[src/rtl/spdif_frame_fifo_pkg.sv]
// Shared S/PDIF subframe definitions: preamble codes, package field indices,
// block length and the stereo frame record stored in the frame FIFO.
package spdif_frame_fifo_pkg;

  localparam logic [2:0] PRE_B = 3'b001;
  localparam logic [2:0] PRE_M = 3'b010;
  localparam logic [2:0] PRE_W = 3'b100;

  localparam int PKG_W    = 28;
  localparam int SAMPLE_W = 24;
  localparam int STATUS_W = 9;
  localparam int IDX_W    = 8;

  // Bit positions inside the 28-bit package (subframe bits 4..31)
  localparam int AUX_LSB     = 0;
  localparam int AUX_MSB     = 3;
  localparam int AUDIO_LSB   = 4;
  localparam int AUDIO_MSB   = 23;
  localparam int VALIDITY    = 24;
  localparam int USER_DATA   = 25;
  localparam int CHNL_STATUS = 26;
  localparam int PARITY      = 27;

  localparam int BLOCK_LEN = 192;

  typedef enum logic {
    ST_IDLE,
    ST_HAVE_A
  } fsm_t;

  typedef struct packed {
    logic [SAMPLE_W-1:0] left;
    logic [SAMPLE_W-1:0] right;
    logic [STATUS_W-1:0] status;
    logic [IDX_W-1:0]    idx;
  } frame_t;

  localparam int FRAME_W = $bits(frame_t);

  // Even parity over bits 4..31: a set result flags a corrupted subframe
  function automatic logic sub_perr(input logic [PKG_W-1:0] p);
    return p[PARITY] ^ (^p[CHNL_STATUS:0]);
  endfunction

endpackage

[src/rtl/spdif_frame_fifo_if.sv]
// Subframe input strobe and frame read port of the S/PDIF frame FIFO.
interface spdif_frame_fifo_if;
  import spdif_frame_fifo_pkg::*;

  logic [PKG_W-1:0]    package_i;
  logic [2:0]          preamble_i;
  logic                ena_i;
  logic [SAMPLE_W-1:0] left_o;
  logic [SAMPLE_W-1:0] right_o;
  logic [STATUS_W-1:0] status_o;
  logic [IDX_W-1:0]    frame_idx_o;
  logic                valid_o;
  logic                ready_i;

  modport master (
    output package_i, preamble_i, ena_i, ready_i,
    input  left_o, right_o, status_o, frame_idx_o, valid_o
  );

  modport slave (
    input  package_i, preamble_i, ena_i, ready_i,
    output left_o, right_o, status_o, frame_idx_o, valid_o
  );

endinterface

[src/rtl/spdif_frame_fifo_sync_fifo.sv]
// Generic synchronous FIFO with occupancy; a write while full is accepted only
// when a read frees a slot in the same cycle.
module sync_fifo #(
  parameter int WIDTH = 8,
  parameter int DEPTH = 16
) (
  input  logic                     i_clk,
  input  logic                     i_rst_n,
  input  logic                     i_wr_en,
  input  logic [WIDTH-1:0]         i_wr_data,
  input  logic                     i_rd_en,
  output logic [WIDTH-1:0]         o_rd_data,
  output logic                     o_full,
  output logic                     o_empty,
  output logic [$clog2(DEPTH):0]   o_level
);

  localparam int AW = $clog2(DEPTH);
  localparam logic [AW:0] FULL_LVL = (AW+1)'(DEPTH);

  logic [WIDTH-1:0] r_mem [DEPTH];
  logic [AW-1:0]    r_wr_ptr;
  logic [AW-1:0]    r_rd_ptr;
  logic [AW:0]      r_level;
  logic             w_wr;
  logic             w_rd;

  assign o_full    = (r_level == FULL_LVL);
  assign o_empty   = (r_level == '0);
  assign o_level   = r_level;
  assign o_rd_data = r_mem[r_rd_ptr];

  assign w_rd = i_rd_en & ~o_empty;
  assign w_wr = i_wr_en & (~o_full | w_rd);

  always_ff @(posedge i_clk or negedge i_rst_n) begin
    if (!i_rst_n) begin
      r_wr_ptr <= '0;
      r_rd_ptr <= '0;
      r_level  <= '0;
    end else begin
      if (w_wr) r_wr_ptr <= r_wr_ptr + 1'b1;
      if (w_rd) r_rd_ptr <= r_rd_ptr + 1'b1;
      case ({w_wr, w_rd})
        2'b10:   r_level <= r_level + 1'b1;
        2'b01:   r_level <= r_level - 1'b1;
        default: r_level <= r_level;
      endcase
    end
  end

  always_ff @(posedge i_clk) begin
    if (w_wr) r_mem[r_wr_ptr] <= i_wr_data;
  end

endmodule

[src/rtl/spdif_frame_fifo.sv]
// Pairs channel-A/B subframes into parity-checked stereo frames tagged with
// their channel-status block position, and buffers them for a valid/ready reader.
module spdif_frame_fifo
  import spdif_frame_fifo_pkg::*;
#(
  parameter int DEPTH = 16,
  parameter int CNT_W = 16
) (
  input  logic                   clk_i,
  input  logic                   nrst_i,
  spdif_frame_fifo_if.slave      bus,
  input  logic                   clr_cnt_i,
  output logic [$clog2(DEPTH):0] level_o,
  output logic [CNT_W-1:0]       lost_cnt_o,
  output logic [CNT_W-1:0]       ovf_cnt_o
);

  fsm_t             r_state;
  fsm_t             w_state_nxt;
  logic             w_pre_b;
  logic             w_pre_m;
  logic             w_pre_w;
  logic             w_pre_bad;
  logic             w_cap_a;
  logic             w_wr_b;
  logic             w_lost;
  logic [PKG_W-1:0] r_a_pkg;
  logic [PKG_W-1:0] r_b_pkg_p0;
  logic [IDX_W-1:0] r_idx;
  logic             r_blk;
  logic             r_vld_p0;
  logic             r_vld_p1;
  frame_t           r_frame_p1;
  frame_t           w_head;
  frame_t           w_head_q;
  logic             w_full;
  logic             w_empty;
  logic             w_rd;
  logic             w_ovf;
  logic [CNT_W-1:0] r_lost_cnt;
  logic [CNT_W-1:0] r_ovf_cnt;

  function automatic frame_t build_frame(input logic [PKG_W-1:0] a,
                                         input logic [PKG_W-1:0] b,
                                         input logic [IDX_W-1:0] idx,
                                         input logic             blk);
    frame_t f;
    f.left   = {a[AUDIO_MSB:AUDIO_LSB], a[AUX_MSB:AUX_LSB]};
    f.right  = {b[AUDIO_MSB:AUDIO_LSB], b[AUX_MSB:AUX_LSB]};
    f.status = {blk, sub_perr(b), sub_perr(a),
                b[CHNL_STATUS], a[CHNL_STATUS],
                b[USER_DATA], a[USER_DATA],
                b[VALIDITY], a[VALIDITY]};
    f.idx    = idx;
    return f;
  endfunction

  function automatic logic [CNT_W-1:0] sat_inc(input logic [CNT_W-1:0] v);
    return (&v) ? v : v + {{(CNT_W-1){1'b0}}, 1'b1};
  endfunction

  assign w_pre_b   = bus.ena_i & (bus.preamble_i == PRE_B);
  assign w_pre_m   = bus.ena_i & (bus.preamble_i == PRE_M);
  assign w_pre_w   = bus.ena_i & (bus.preamble_i == PRE_W);
  assign w_pre_bad = bus.ena_i & ~(w_pre_b | w_pre_m | w_pre_w);

  always_ff @(posedge clk_i or negedge nrst_i) begin
    if (!nrst_i) r_state <= ST_IDLE;
    else         r_state <= w_state_nxt;
  end

  always_comb begin
    w_state_nxt = r_state;
    w_cap_a     = 1'b0;
    w_wr_b      = 1'b0;
    w_lost      = w_pre_bad;
    case (r_state)
      ST_IDLE: begin
        if (w_pre_b | w_pre_m) begin
          w_cap_a     = 1'b1;
          w_state_nxt = ST_HAVE_A;
        end else if (w_pre_w) begin
          w_lost = 1'b1;
        end
      end
      ST_HAVE_A: begin
        if (w_pre_w) begin
          w_wr_b      = 1'b1;
          w_state_nxt = ST_IDLE;
        end else if (w_pre_b | w_pre_m) begin
          // A new A replaces the orphaned one
          w_cap_a = 1'b1;
          w_lost  = 1'b1;
        end
      end
      default: w_state_nxt = ST_IDLE;
    endcase
  end

  always_ff @(posedge clk_i or negedge nrst_i) begin
    if (!nrst_i) begin
      r_idx    <= '0;
      r_blk    <= 1'b0;
      r_vld_p0 <= 1'b0;
      r_vld_p1 <= 1'b0;
    end else begin
      r_vld_p0 <= w_wr_b;
      r_vld_p1 <= r_vld_p0;
      if (w_cap_a) begin
        if (w_pre_b) begin
          r_idx <= '0;
          r_blk <= 1'b1;
        end else begin
          r_idx <= (r_idx == IDX_W'(BLOCK_LEN - 1)) ? '0 : r_idx + 1'b1;
          r_blk <= 1'b0;
        end
      end
    end
  end

  // p0: channel-B package captured; p1: assembled frame waiting for the FIFO write
  always_ff @(posedge clk_i) begin
    if (w_cap_a)  r_a_pkg    <= bus.package_i;
    if (w_wr_b)   r_b_pkg_p0 <= bus.package_i;
    if (r_vld_p0) r_frame_p1 <= build_frame(r_a_pkg, r_b_pkg_p0, r_idx, r_blk);
  end

  sync_fifo #(
    .WIDTH (FRAME_W),
    .DEPTH (DEPTH)
  ) u_fifo (
    .i_clk     (clk_i),
    .i_rst_n   (nrst_i),
    .i_wr_en   (r_vld_p1),
    .i_wr_data (r_frame_p1),
    .i_rd_en   (bus.ready_i),
    .o_rd_data (w_head),
    .o_full    (w_full),
    .o_empty   (w_empty),
    .o_level   (level_o)
  );

  assign w_rd  = bus.ready_i & ~w_empty;
  assign w_ovf = r_vld_p1 & w_full & ~w_rd;

  always_ff @(posedge clk_i or negedge nrst_i) begin
    if (!nrst_i) begin
      r_lost_cnt <= '0;
      r_ovf_cnt  <= '0;
    end else if (clr_cnt_i) begin
      r_lost_cnt <= '0;
      r_ovf_cnt  <= '0;
    end else begin
      if (w_lost) r_lost_cnt <= sat_inc(r_lost_cnt);
      if (w_ovf)  r_ovf_cnt  <= sat_inc(r_ovf_cnt);
    end
  end

  // Uninitialised storage must not leak out while the FIFO is empty
  assign w_head_q        = w_empty ? '0 : w_head;
  assign bus.left_o      = w_head_q.left;
  assign bus.right_o     = w_head_q.right;
  assign bus.status_o    = w_head_q.status;
  assign bus.frame_idx_o = w_head_q.idx;
  assign bus.valid_o     = ~w_empty;
  assign lost_cnt_o      = r_lost_cnt;
  assign ovf_cnt_o       = r_ovf_cnt;

endmodule

[src/flat_wrapper.sv]
// flat-port wrapper written by rule: the top's interface ports become plain ports
module spdif_frame_fifo_flat import spdif_frame_fifo_pkg::*;
#(
  parameter int DEPTH = 16,
  parameter int CNT_W = 16
)
  (clk_i, nrst_i, clr_cnt_i, level_o, lost_cnt_o, ovf_cnt_o, bus_package_i, bus_preamble_i, bus_ena_i, bus_ready_i, bus_left_o, bus_right_o, bus_status_o, bus_frame_idx_o, bus_valid_o);
  spdif_frame_fifo_if bus_i ();
  input  logic clk_i;
  input  logic nrst_i;
  input  logic clr_cnt_i;
  output logic [$clog2(DEPTH):0] level_o;
  output logic [CNT_W-1:0] lost_cnt_o;
  output logic [CNT_W-1:0] ovf_cnt_o;
  input wire logic [$bits(bus_i.package_i)-1:0] bus_package_i;
  input wire logic [$bits(bus_i.preamble_i)-1:0] bus_preamble_i;
  input wire logic [$bits(bus_i.ena_i)-1:0] bus_ena_i;
  input wire logic [$bits(bus_i.ready_i)-1:0] bus_ready_i;
  output wire logic [$bits(bus_i.left_o)-1:0] bus_left_o;
  output wire logic [$bits(bus_i.right_o)-1:0] bus_right_o;
  output wire logic [$bits(bus_i.status_o)-1:0] bus_status_o;
  output wire logic [$bits(bus_i.frame_idx_o)-1:0] bus_frame_idx_o;
  output wire logic [$bits(bus_i.valid_o)-1:0] bus_valid_o;
  assign bus_i.package_i = bus_package_i;
  assign bus_i.preamble_i = bus_preamble_i;
  assign bus_i.ena_i = bus_ena_i;
  assign bus_i.ready_i = bus_ready_i;
  assign bus_left_o = bus_i.left_o;
  assign bus_right_o = bus_i.right_o;
  assign bus_status_o = bus_i.status_o;
  assign bus_frame_idx_o = bus_i.frame_idx_o;
  assign bus_valid_o = bus_i.valid_o;
  spdif_frame_fifo #(.DEPTH(DEPTH), .CNT_W(CNT_W)) u_core (.clk_i(clk_i), .nrst_i(nrst_i), .bus(bus_i), .clr_cnt_i(clr_cnt_i), .level_o(level_o), .lost_cnt_o(lost_cnt_o), .ovf_cnt_o(ovf_cnt_o));
endmodule
[config.mk]
export PLATFORM = sky130hd
export DESIGN_NAME = spdif_frame_fifo_flat
export DESIGN_NICKNAME = d
export VERILOG_FILES = /design/src/rtl/spdif_frame_fifo_pkg.sv /design/src/rtl/spdif_frame_fifo_if.sv /design/src/rtl/spdif_frame_fifo_sync_fifo.sv /design/src/rtl/spdif_frame_fifo.sv /design/src/flat_wrapper.sv
export SDC_FILE = /design/constraint.sdc
export NUM_CORES = 1
export LEC_CHECK = 0
export BUFFER_PORTS_ARGS = -buffer_cell sky130_fd_sc_hd__buf_2
export CAP_MARGIN = 10
export CORE_MARGIN = 2
export CORE_UTILIZATION = 40
export DETAILED_ROUTE_END_ITERATION = 10
export GPL_TIMING_DRIVEN = 1
export HOLD_SLACK_MARGIN = 0.08
export SKIP_LAST_GASP = 1
export SLEW_MARGIN = 10
export SYNTH_ARGS = -nofsm -noshare
export SYNTH_HDL_FRONTEND = slang
export SYNTH_SLANG_ARGS = --single-unit
[constraint.sdc]
create_clock -name clk_i -period 6.17 [get_ports clk_i]
set_clock_uncertainty 0.15 [all_clocks]
set_input_delay 1.234 -clock clk_i [delete_from_list [all_inputs] [get_ports clk_i]]
set_output_delay 1.234 -clock clk_i [all_outputs]
set_load 0.05 [all_outputs]
==> run metrics, run 1 <==
Num CTS Buffers 120; Slew HR 25.06%; initial detailed-routing violation count 2363; vias in the first global route 22708; vias 21589; synthesized area per cell 22.94 sq um; M3 GR Usage 2.519%; Routed Antenna Nets 0; Setup Buffers After CTS 0; Max FO, Critical Path 41; post-cts repair resize count 0; Clock Tree Root clkbuf_16; CTS tree built; CP Class reg -> out; I/O Buffers around 140; Yosys cell types 52; EDFF count, synth 1161; M1 GR Usage a little over a quarter; synthesis warning total 0; register bit count reported by yosys 1218; max incr delay on CP 1.07 ns; Critical Path RT 4.79 ns; global route overflow 0; Std-Cell Rows roughly 130; Fin. Hold Viols 0; top_reg_cell synth edfxtp_1; Slew @ Worst Pin 1.121 ns; initial antenna violation count 12; area of the multi-input gates 10120 sq um; overall global routing resource usage 18.20%; final slew viol count 0; Final nets around 2300; sequential cell area 36310 sq um; Die W 346.0 um; post-synthesis sequential area ratio between 70% and 80%; maximum clock path buffer count 3; most common cell after layout, fill and taps aside edfxtp_1; clock latency on the worst-skew pair 0.71 ns; largest net degree at the start of global routing between 60 and 70; final setup fails 0; RSZ-0062 raised after global routing false; fraction of layout instances using a drive strength above 1 31.04%; met2 Usage GRT approximately 29%; Placeable Area 116000 sq um; Leakage 0.01712 uW; crit path DAT ~3.8 ns; Final Non-Filler Cells 3894; Setup crit start kind flip-flop; crit path cell chain buf_12, mux4_2, mux4_2, and2_1, buf_2; CP top delay family multiplexers; # hold bufs at CTS 0; syn_nets 2085; fillcell total between 9000 and 10000; CP Capture Type output pin; first-pass GRT wire length 158400 um; IR drop worst, VDD 0.0002875 V; clk sinks 1218; placed insts 3669; max-cap violation count 0; Post-Syn Instances a little over 2000; status completed; DR pass1 iterations 5; wire length per cell 28.07 um; Slowest-stage cell, CP dfrtp_4; most frequent cells in the layout 1161 x edfxtp_1, 325 x mux4_2, 138 x buf_2, 122 x clkbuf_16, 67 x xnor2_1; H-tree depth 3; residual DRC count 0; Final min period 5.139 ns; final clock period utilization by the worst path 83.29%; Setup TNS 0 ns; total wire length ~110000 um; most used cell, CP mux4_2; synthesized cell area 46780 sq um; Die Ht 346.0 um; Hold Path Class reg -> reg; vias per cell 5.544; Fmax just under 0.2 GHz; clk slew on worst S/H paths 0.06 ns; Overall Power 23990 uW; area of the die roughly 120000 sq um; GP Congestion slightly below 0.8; post-synthesis async set-or-reset flop share 4.680%; number of I/O pins about 140; Starting Density 40.31%; WP buf/inv 2; Post-DP HPWL 59120 um; Layout area overhead 15.19%; gr busiest metal met2; Power per Cell Area approximately 450 nW/um^2
-- final timing paths --
path	to	start	depth (start not counted)	slack [ns]
min reg2reg	u_core.r_frame_p1[56]	u_core.r_a_pkg[15]	0	0.32
max reg2reg	u_core.u_fifo.r_mem[15][52]	u_core.r_vld_p1	5	2.35
max	bus_left_o[22]	u_core.u_fifo.r_rd_ptr[0]	5	1.03
max in group asynchronous	u_core.u_fifo.r_rd_ptr[3]	nrst_i	2	4.73
min	u_core.r_frame_p1[56]	u_core.r_a_pkg[15]	0	0.32
min in group asynchronous	u_core.lost_cnt_o[1]	nrst_i	2	0.53
-- synth_stat cells, drive strengths merged, types with 3 or more instances --
| cell type | instances | area, sq um |
|---|---|---|
| a211oi | 3 | 22.52 |
| a21oi | 8 | 40.04 |
| a31oi | 3 | 18.77 |
| and2 | 66 | 412.9 |
| and3 | 5 | 31.28 |
| and4 | 6 | 52.55 |
| buf | 51 | 326.6 |
| clkbuf | 42 | 157.7 |
| dfrtp | 57 | 1426 |
| edfxtp | 1161 | 34860 |
| ha | 10 | 125.1 |
| inv | 11 | 41.29 |
| mux2 | 3 | 33.78 |
| mux2i | 9 | 90.09 |
| mux4 | 325 | 7320 |
| nand2 | 24 | 90.09 |
| nand2b | 4 | 25.02 |
| nand3 | 14 | 70.07 |
| nand4 | 17 | 106.4 |
| nor2 | 59 | 221.5 |
| nor2b | 6 | 37.54 |
| nor3 | 10 | 50.05 |
| nor4 | 10 | 90.08 |
| o211ai | 5 | 37.54 |
| o21ai | 7 | 35.03 |
| or3 | 3 | 18.77 |
| xnor2 | 67 | 586.8 |
| xor2 | 28 | 245.2 |
-- metrics by stage --
stage / area [sq um] / utilization (%) / hold WS (ns) / setup WS [ns]
after floorplan: 46800 / - / 0.2749 / 0.8651
after global placement: 49820 / 42.93 / 0.3041 / 1.716
after detailed placement: 49820 / 42.93 / 0.3039 / 1.667
after CTS: 53880 / 46.43 / 0.3176 / 0.9140
after global routing: 53880 / 46.43 / 0.3284 / 0.8281
final: 53880 / 46.43 / 0.3185 / 1.031
-- registers in the layout (all words and copies together), names as in the netlist --
signal	cells
u_core.r_a_pkg	28
u_core.r_vld_p1	1
u_core.u_fifo.r_mem	1040
u_core.r_idx	8
u_core.r_state	1
u_core.ovf_cnt_o	16
u_core.u_fifo.r_wr_ptr	4
u_core.lost_cnt_o	16
u_core.r_frame_p1	65
u_core.u_fifo.r_rd_ptr	4
u_core.u_fifo.o_level	5
u_core.r_blk	1
u_core.r_vld_p0	1
u_core.r_b_pkg_p0	28
-- area by class of cell --
type / instances / area share, %
diodes: 2 / 0.009288
inverters: 11 / 0.07663
multi-input cells: 717 / 18.77
flip-flops and latches: 1218 / 67.38
repair buffers: 199 / 2.689
well taps: 1524 / 3.539
clock buffers: 145 / 5.882
clock inverters: 78 / 1.649
-- metal layers --
| metal | up-vias | routed length, um |
|---|---|---|
| li1 | 8999 | - |
| met1 | 11690 | 46920 |
| met2 | 784 | 53410 |
| met3 | 112 | 7281 |
| met4 | 4 | 1643 |
| met5 | - | 26 |
-- logic make-up after synthesis --
family / count (synthesis) / synth area share, %
mux: 337 / 15.91
simple gates: 230 / 2.680
fa+ha+maj: 10 / 0.2675
flops: 1218 / 77.58
compound gates: 45 / 0.6607
xor+xnor: 95 / 1.779
buf+inv: 104 / 1.123
-- power by group --
part           internal, uW  switching [uW]
logic                  2980            3900
clock network          4400            3050
registers              9130             532
total                 16500            7490
No activity file was read; power rests on OpenSTA's default activity.
==> run 2: changes to the inputs <==
- clock period: 6.17 -> 4.7 ns (I/O delays scaled with it)
==> run 2 against run 1 <==
Compared with the run above:
- register-to-register slack lost 1.3 ns
- critical endpoint is now bus_right_o[16]
- total power grew 31%
- sequential power grew 29%
- utilization shrank 0.056 points
- highest routed layer unchanged
- largest power group unchanged
- combinational power grew 35%
- global-route usage shrank 0.10 points
- hold slack lost 0.21 ns
- count of clock-buffer cells in the layout shrank 11
- non-clock buffer count shrank 1
==> run metrics, run 2 (synthesis gave the netlist of run 1 again) <==
global route overflow 0 (unchanged); Num CTS Buffers 116 (was 120); Post-DP HPWL 57740 um (was 59120 um); initial antenna violation count 7 (was 12); DR pass1 iterations 5 (unchanged); Slew HR 24.88% (was 25.06%); Clock Tree Root clkbuf_16 (unchanged); Hold Path Class in -> async (was reg -> reg); maximum clock path buffer count 3 (unchanged); design area 53820 sq um (was 53880 sq um); fillcell total 9496 (was 9540); CTS tree built (unchanged); Leakage 0.01706 uW (was 0.01712 uW); Die Ht 346.0 um (unchanged); area of the die 119700 sq um (unchanged); Std-Cell Rows 125 (unchanged); Area after DPL 49870 sq um (was 49820 sq um); Final Non-Filler Cells 3882 (was 3894); combinational share of power 29.7% (was 28.7%); Largest Register u_core.u_fifo.r_mem (unchanged); fraction of layout instances using a drive strength above 1 30.77% (was 31.04%); Placeable Area 116000 sq um (unchanged); Sequential Power Share 39.8% (was 40.3%); most frequent cells in the layout 1161 x edfxtp_1, 325 x mux4_2, 138 x buf_2, 119 x clkbuf_16, 67 x xnor2_1 (was 1161 x edfxtp_1, 325 x mux4_2, 138 x buf_2, 122 x clkbuf_16, 67 x xnor2_1); vias per cell 5.586 (was 5.544); worst reg2reg startpoint u_core.u_fifo.o_level[1] (was u_core.r_vld_p1); most common cell after layout, fill and taps aside edfxtp_1 (unchanged); I/O Buffers 138 (unchanged); Power per Cell Area 582.6 nW/um^2 (was 445.3 nW/um^2); # hold bufs at CTS 0 (unchanged); sequential cell area 36310 sq um (unchanged); vias in the first global route 22638 (was 22708); Critical Path RT 3.61 ns (was 4.79 ns); clk sinks 1218 (unchanged); sw frac 31.35% (was 31.20%); status completed (unchanged); H-tree depth 3 (unchanged); Sw Pwr 9830 uW (was 7485 uW); total wire length 108600 um (was 109300 um); R2R depth 10 (was 5); residual DRC count 0 (unchanged); Final nets 2308 (was 2313); largest net degree at the start of global routing 70 (was 66); area of the multi-input gates 10120 sq um (unchanged); dpl ws 0.6425 ns (was 1.667 ns); Final min period 4.482 ns; Setup TNS 0 ns (unchanged); placed insts 3667 (was 3669); max-cap violation count 0 (unchanged); clock latency on the worst-skew pair 0.69 ns (was 0.71 ns); initial detailed-routing violation count 1878 (was 2363); Worst R2R Setup Slack 1.08 ns (was 2.35 ns); Setup crit start kind flip-flop (unchanged); Layout area overhead 15.05% (was 15.19%); CP Capture Type output pin (unchanged); final clock period utilization by the worst path 95.37%; Routed Antenna Nets 0 (unchanged); clk slew on worst S/H paths 0.06 ns (about the same); P_int 21530 uW (was 16510 uW); number of I/O pins 139 (unchanged); IR drop worst, VDD 0.0004176 V (was 0.0002875 V); GP Congestion 0.7903 (was 0.7908); Reg-to-Reg End u_core.u_fifo.o_level[4] (was u_core.u_fifo.r_mem[15][52]); post-route core utilization 46.38% (was 46.43%); number of flip-flops in the largest register 1040 (unchanged); Max FO, Critical Path 20 (was 41); first-pass GRT wire length 158500 um (was 158400 um); crit path DAT 3.39 ns (was 3.75 ns); Slew @ Worst Pin 1.109 ns (was 1.121 ns); vias 21685 (was 21589); wire length per cell 27.96 um (was 28.07 um); RSZ-0062 raised after global routing false (unchanged); Fmax approximately 0.22 GHz; final worst slack 0.2176 ns (was 1.031 ns); clock group share of total power 30.5% (was 31.1%); Largest regs u_core.u_fifo.r_mem (1040), u_core.r_frame_p1 (65) (unchanged); final slew viol count 0 (unchanged); Fin. Hold Viols 0 (unchanged); final setup fails 0 (unchanged); overall global routing resource usage 18.10% (was 18.20%); Die W 346.0 um (unchanged); CP Class reg -> out (unchanged); Starting Density 40.31% (unchanged)
## run 2: changes by cell type in the layout (fill, tap and decap cells not counted), sizes merged
cell,previous run,this run
buf,199,198
clkbuf,145,134
clkinv,53,49
inv,13,17
## run 2: how the worst max path moves through the flow
stage / cells after the start / start / slack, ns / end
final: 5 / u_core.u_fifo.r_rd_ptr[0] / 0.22 / bus_right_o[16]
after detailed placement: 5 / u_core.u_fifo.r_rd_ptr[0] / 0.64 / bus_left_o[7]
after global routing: 5 / u_core.u_fifo.r_rd_ptr[0] / 0.11 / bus_right_o[16]
after floorplan: 4 / bus_ready_i / -0.31 / u_core.u_fifo.r_mem[7][0]
after CTS: 5 / u_core.u_fifo.r_rd_ptr[0] / 0.12 / bus_right_o[16]
after global placement: 5 / u_core.u_fifo.r_rd_ptr[0] / 0.69 / bus_left_o[7]
## run 2: stage by stage
step,hold slack [ns],power (uW)
5_1_grt,0.1412,32560
3_5_place_dp,0.3090,22180
3_3_place_gp,0.3090,22110
6_report,0.1102,31360
4_1_cts,0.09617,31770
2_1_floorplan,0.2749,19690
## run 2: timing repair
action,in CTS,in global routing
buffers inserted,1,0
setup endpoints to repair,8,0
resized for setup,1,0
## run 2: metal layers
metal  track usage, %  part of all wire (%)  vias up
li1                 -                     -     8974
met1            25.80                    43    11861
met2            29.81                    50      728
met3            2.611                   6.0      120
met4            3.930                   1.4        2
met5                0                 0.012        -
## run 2: final cells by class
class                           count  share of cell area, %
Clock inverter                     78                  1.634
Antenna cell                        2               0.009299
Clock buffer                      134                  5.638
Multi-Input combinational cell    717                  18.80
Sequential cell                  1218                  67.46
Inverter                           11                0.07672
Timing Repair Buffer              198                  2.839
Tap cell                         1524                  3.543
## run 2: worst max-delay path, cell delays in order, from the launching register on
cell     delay, ns
dfrtp_4       0.71
buf_4         0.46
mux4_2        0.56
mux4_2        0.53
and2_1        0.20
buf_2         0.21
## run 2: power groups by stage
| stage | Clock (uW) | Sequential (uW) | Combinational [uW] |
|---|---|---|---|
| 2_1_floorplan | 0 | 12400 | 7290 |
| 3_3_place_gp | 0 | 12700 | 9380 |
| 3_5_place_dp | 0 | 12800 | 9430 |
| 4_1_cts | 9750 | 12500 | 9520 |
| 5_1_grt | 10200 | 12500 | 9860 |
| 6_report | 9570 | 12500 | 9300 |
